**src/rtl/equ_pkg.sv**
```systemverilog
// Shared definitions for the equality-checker stimulus generator:
// FSM encoding, LFSR taps/seed and the LFSR step helpers.
package equ_pkg;

    typedef enum logic [1:0] {
        IDLE = 2'd0,
        RUN  = 2'd1,
        DONE = 2'd2
    } state_t;

    localparam logic [15:0] LFSR_TAPS    = 16'hB400;
    localparam logic [15:0] DEFAULT_SEED = 16'h00A5;

    // One left shift of the Fibonacci LFSR x^16+x^14+x^13+x^11+1.
    function automatic logic [15:0] lfsr_next(input logic [15:0] q);
        return {q[14:0], ^(q & LFSR_TAPS)};
    endfunction

    // An all-zero state would lock the LFSR, so zero seeds become 1.
    function automatic logic [15:0] eff_seed(input logic [15:0] s);
        return (s == 16'h0000) ? 16'h0001 : s;
    endfunction

endpackage

```
**src/rtl/lfsr16.sv**
```systemverilog
// 16-bit Fibonacci LFSR with synchronous load and single-step enable.
// q holds the value of the vector currently being presented.
module lfsr16
    import equ_pkg::*;
(
    input  logic        clk,
    input  logic        rst_n,
    input  logic        load,
    input  logic [15:0] seed,
    input  logic        step,
    output logic [15:0] q
);

    logic [15:0] q_reg;

    always_ff @(posedge clk or negedge rst_n) begin
        if (!rst_n) begin
            q_reg <= eff_seed(seed);
        end else if (load) begin
            q_reg <= eff_seed(seed);
        end else if (step) begin
            q_reg <= lfsr_next(q_reg);
        end
    end

    assign q = q_reg;

endmodule

```
**src/rtl/equ_vec_gen.sv**
```systemverilog
// Stimulus source for equality checkers: issues x/y pairs with the expected
// compare result over valid/ready, exhaustively or from an LFSR.
module equ_vec_gen
    import equ_pkg::*;
#(
    parameter int          W         = 2,
    parameter int          NUM_VEC   = 16,
    parameter logic [15:0] LFSR_SEED = DEFAULT_SEED
) (
    input  logic         clk,
    input  logic         rst_n,
    input  logic         start,
    input  logic         mode,
    input  logic         rdy,
    output logic         vld,
    output logic [W-1:0] x_out,
    output logic [W-1:0] y_out,
    output logic         z_exp,
    output logic         busy,
    output logic         done,
    output logic [15:0]  vec_cnt
);

    localparam int          IW       = 2 * W;
    localparam logic [15:0] SEED_EFF = eff_seed(LFSR_SEED);
    localparam logic [15:0] LAST_CNT = 16'(NUM_VEC - 1);

    state_t          state_reg, state_next;
    logic            mode_reg;
    logic [IW-1:0]   idx_reg;
    logic [15:0]     vec_cnt_reg;
    logic [W-1:0]    x_reg, y_reg;
    logic            z_reg;
    logic [15:0]     lfsr_q;

    logic            start_acc;
    logic            xfer;
    logic            last_vec;
    logic            advance;
    logic            load_vec;
    logic            mode_sel;
    logic [IW-1:0]   src;
    logic [W-1:0]    x_next, y_next;

    // start is honoured only outside RUN.
    assign start_acc = start && (state_reg != RUN);
    assign xfer      = (state_reg == RUN) && rdy;
    assign last_vec  = mode_reg ? (vec_cnt_reg == LAST_CNT) : (&idx_reg);
    // The last transfer leaves x/y/z holding the final pair.
    assign advance   = xfer && !last_vec;
    assign load_vec  = start_acc || advance;
    assign mode_sel  = start_acc ? mode : mode_reg;

    lfsr16 u_lfsr (
        .clk   (clk),
        .rst_n (rst_n),
        .load  (start_acc),
        .seed  (LFSR_SEED),
        .step  (advance),
        .q     (lfsr_q)
    );

    // Source bits of the next vector; the LFSR path looks one step ahead so
    // the registered pair lines up with the LFSR state after the step.
    always_comb begin
        src = '0;
        if (start_acc) begin
            src = mode ? SEED_EFF[IW-1:0] : '0;
        end else if (mode_reg) begin
            src = IW'(lfsr_next(lfsr_q));
        end else begin
            src = idx_reg + IW'(1);
        end
    end

    // Exhaustive takes x from the upper half; LFSR takes x from the lower half.
    always_comb begin
        x_next = '0;
        y_next = '0;
        if (mode_sel) begin
            x_next = src[W-1:0];
            y_next = src[IW-1:W];
        end else begin
            x_next = src[IW-1:W];
            y_next = src[W-1:0];
        end
    end

    always_ff @(posedge clk or negedge rst_n) begin
        if (!rst_n) begin
            state_reg <= IDLE;
        end else begin
            state_reg <= state_next;
        end
    end

    always_comb begin
        state_next = state_reg;
        case (state_reg)
            IDLE:    if (start) state_next = RUN;
            RUN:     if (xfer && last_vec) state_next = DONE;
            DONE:    if (start) state_next = RUN;
            default: state_next = IDLE;
        endcase
    end

    always_comb begin
        vld  = (state_reg == RUN);
        busy = (state_reg == RUN);
        done = (state_reg == DONE);
    end

    always_ff @(posedge clk or negedge rst_n) begin
        if (!rst_n) begin
            mode_reg    <= 1'b0;
            idx_reg     <= '0;
            vec_cnt_reg <= '0;
            x_reg       <= '0;
            y_reg       <= '0;
            z_reg       <= 1'b0;
        end else begin
            if (start_acc) begin
                mode_reg    <= mode;
                idx_reg     <= '0;
                vec_cnt_reg <= '0;
            end else begin
                if (advance) begin
                    idx_reg <= idx_reg + IW'(1);
                end
                if (xfer) begin
                    vec_cnt_reg <= vec_cnt_reg + 16'd1;
                end
            end
            if (load_vec) begin
                x_reg <= x_next;
                y_reg <= y_next;
                z_reg <= (x_next == y_next);
            end
        end
    end

    assign x_out   = x_reg;
    assign y_out   = y_reg;
    assign z_exp   = z_reg;
    assign vec_cnt = vec_cnt_reg;

endmodule

```
**config.mk**
```make
export PLATFORM = sky130hd
export DESIGN_NAME = equ_vec_gen
export DESIGN_NICKNAME = d
export VERILOG_FILES = /design/src/rtl/equ_pkg.sv /design/src/rtl/lfsr16.sv /design/src/rtl/equ_vec_gen.sv
export SDC_FILE = /design/constraint.sdc
export NUM_CORES = 1
export LEC_CHECK = 0
export BUFFER_PORTS_ARGS = -buffer_cell sky130_fd_sc_hd__buf_2
export CORE_ASPECT_RATIO = 0.5
export CORE_UTILIZATION = 52
export CTS_BUF_LIST = sky130_fd_sc_hd__clkbuf_8
export CTS_CLUSTER_SIZE = 20
export DETAILED_ROUTE_END_ITERATION = 10
export PLACE_DENSITY = 0.71
export SYNTH_ARGS = -nofsm -noshare
export SYNTH_HDL_FRONTEND = slang
export SYNTH_SLANG_ARGS = --single-unit
```
**constraint.sdc**
```tcl
create_clock -name clk -period 5.15 [get_ports clk]
set_clock_uncertainty 0.1 [all_clocks]
set_input_delay 0.7725 -clock clk [delete_from_list [all_inputs] [get_ports clk]]
set_output_delay 0.7725 -clock clk [all_outputs]
set_load 0.01 [all_outputs]
```
==> impl_results.md <==
- Status: complete, no violations
- Aggregate routed wire length: 4200 µm
- Die Wd: between 90 and 100 µm
- Synth unique cells: 45
- Vias in the first global route: between 1,000 and 1,500
- Max-capacitance violation count: 0
- Vias per cell: about 5.4
- Total gr overflow: 0
- Routability congestion estimate from global placement: 0.767
- Fin Setup TNS: 0 ns
- Final Util: between 60% and 70%
- CTS root buf: clkbuf_8
- Final hold vios: 0
- Setup crit start: state_reg[0]
- Area delta synth->final: 10.1%
- CP Data Required Time: roughly 4.3 ns
- Total GRT Usage: about 20%
- Startpoint type of the worst setup path: register
- Die ar.: between 0.004 and 0.005 mm²
- Via count: ~1,700
- TritonCTS clock tree: built
- GR peak layer: met2
- VDD IR max: ~250 µV
- RSZ-0062 raised after global routing: no
- Origin of the critical flop-to-flop path: vec_cnt[0]
- Post-synthesis register bit count: 44
- Mapped Cells: 233
- Detailed-router iteration count before antenna repair: 4
- Synth Flop Type: dfrtp_1
- Antenna violations before repair: 0
- CP max FO: 4
- Clk slew on worst S/H paths: roughly 0.080 ns
- Crit path arrival time: around 1.2 ns
- Fmax: 0.479 GHz
- Post-synth top area share: between 40% and 50%
- WL per Instance: 13.4 µm
- Placed Cells: 306
- N_diodes: 0
- Remaining DRCs: 0
- Setup Fix Bufs, Post-CTS: 0
- Hold Path Origin: u_lfsr.q[9]
- Total power: around 0.0013 W
- Insertion delay to the later sink of the worst-skew pair: ~0.30 ns
- Worst setup EP type: output pin
- GR Util met3: around 5%
- P_leak: 1.15 nW
- Post-synthesis sequential area ratio: about 50%
- Number of synthesized flops with an enable pin: 0
- PD cells: slightly above 500 mW/mm²
- Die Span Y: around 48 µm
- Most frequent cell after synthesis: nand2_1
- Syn_area_per_cell: 9.54 µm²
- DRT antenna net count: 0
- Initial core utilization: between 50% and 60%
- Fraction of layout cells with a size suffix above 1: about a fifth
- Synth area leader: dfrtp_1
- I/O Buffers: 28
- HP Class: register to register
- Fin crit share: between 40% and 50%
- Min cycle time layout: 2.09 ns
- Post-synth top cells: nand2_1 (52), dfrtp_1 (40), nor2_1 (22)
- CTS Buffer Depth: 2
- I/O pins: 29
- Finished Layout Cells: between 300 and 400
- Ys async rst share: 100%
- Ys Warns: 0
- Synthesized Nets: 240
- Core Area: roughly 0.004 mm²
- First-pass GRT wire length: 6590 µm
- Routing usage on met2: a little over a third
- Synth area leaders: dfrtp_1 (45%), nand2_1 (8.8%), dfstp_2 (4.7%)
- Register Area: approximately 0.0011 mm²
- Cell row count: 16
- # hold bufs at CTS: 0
- Cts bufs inserted: 5
- Actual slew at the worst max-slew pin: about 0.98 ns
- Mapped Area: between 0.002 and 0.0025 mm²
- Multi-input combinational cell area: about 1000 µm²
- H-tree levels: 2
- Sink Count: 44
- Kind of critical path: register to output pin
- Post-DP HPWL: roughly 2800 µm
- CTS resizes: 0
- Max Slew Vio Count: 0
- Initial DRC Count: between 90 and 100
- Largest net degree at the start of global routing: 45
- Layout fillers: 360
- Met1 GRT Util: roughly a quarter
- Final Net Count: roughly 270
- Worst slew margin: 34.9%
- Final setup viols: 0
-- kinds of logic (layout without fill, tap and decap cells) --
family / Yosys count / count (layout) / share of synthesized area (%)
simple gates: 110 / 110 / 25.2
flops: 44 / 44 / 49.8
compound gates: 38 / 38 / 9.80
xor+xnor: 20 / 20 / 7.88
buf+inv: 17 / 43 / 5.29
fa+ha+maj: 2 / 2 / 1.13
mux: 2 / 2 / 0.901
-- worst max-delay path: stages (launching register included) --
cell and delay [ns]:
dfrtp_1 0.42, or2b_1 0.27, inv_1 0.09, buf_2 0.13
-- final timing paths --
| path | end | slack, ns | depth (start not counted) |
|---|---|---|---|
| min reg2reg | u_lfsr.q[10] | 0.38 | 2 |
| min in group asynchronous | vec_cnt[1] | 0.53 | 1 |
| min | u_lfsr.q[10] | 0.38 | 2 |
| max | busy | 3.06 | 3 |
| max in group asynchronous | u_lfsr.q[6] | 3.80 | 1 |
| max reg2reg | x_out[0] | 3.08 | 7 |
-- layout make-up --
class                           count  area share [%]
Clock buffer                        7            3.94
Inverter                            6           0.921
Multi-Input combinational cell    172            40.8
Sequential cell                    44            45.2
Tap cell                           54            2.76
Timing Repair Buffer               30            6.34
-- power by group --
part	leakage, nW	internal, W	total, W	switching (W)
Sequential	0.566	0.000469	0.000575	0.000106
Clock	0.0503	0.000120	0.000231	0.000111
Combinational	0.531	0.000203	0.000462	0.000258
-- cell usage in the layout (no fill, tap or decap), types with 2 or more instances in the layout --
master     n
nand2_1   52
dfrtp_1   40
buf_2     28
nor2_1    22
o21ai_1   17
xnor2_1   12
o21ai_0   10
xor2_1     8
nand3_1    7
clkbuf_8   7
inv_1      5
nor3_1     4
dfstp_2    4
nand4_1    3
a21oi_1    3
nor4_2     2
nor2b_1    2
mux2i_1    2
nand3b_1   2
a22o_1     2
o211ai_1   2
ha_1       2
buf_4      2
-- layer usage --
metal	wire length (µm)	vias up	part of all wire, %
met5	0	-	0
met4	8	0	0.19
met3	167	2	4.0
met2	1980	36	47
met1	2040	815	49
li1	-	833	-
-- metrics by stage --
| step | instance area, µm² | setup WS (ns) | hold WS, ns |
|---|---|---|---|
| after global placement | 2350 | 3.04 | 0.364 |
| after detailed placement | 2350 | 2.98 | 0.370 |
| after global routing | 2450 | 2.93 | 0.410 |
| after CTS | 2450 | 3.05 | 0.385 |
| final | 2450 | 3.06 | 0.382 |
| after floorplan | 2220 | 3.23 | 0.354 |
Note: power is estimated with default switching activity, not from simulation.
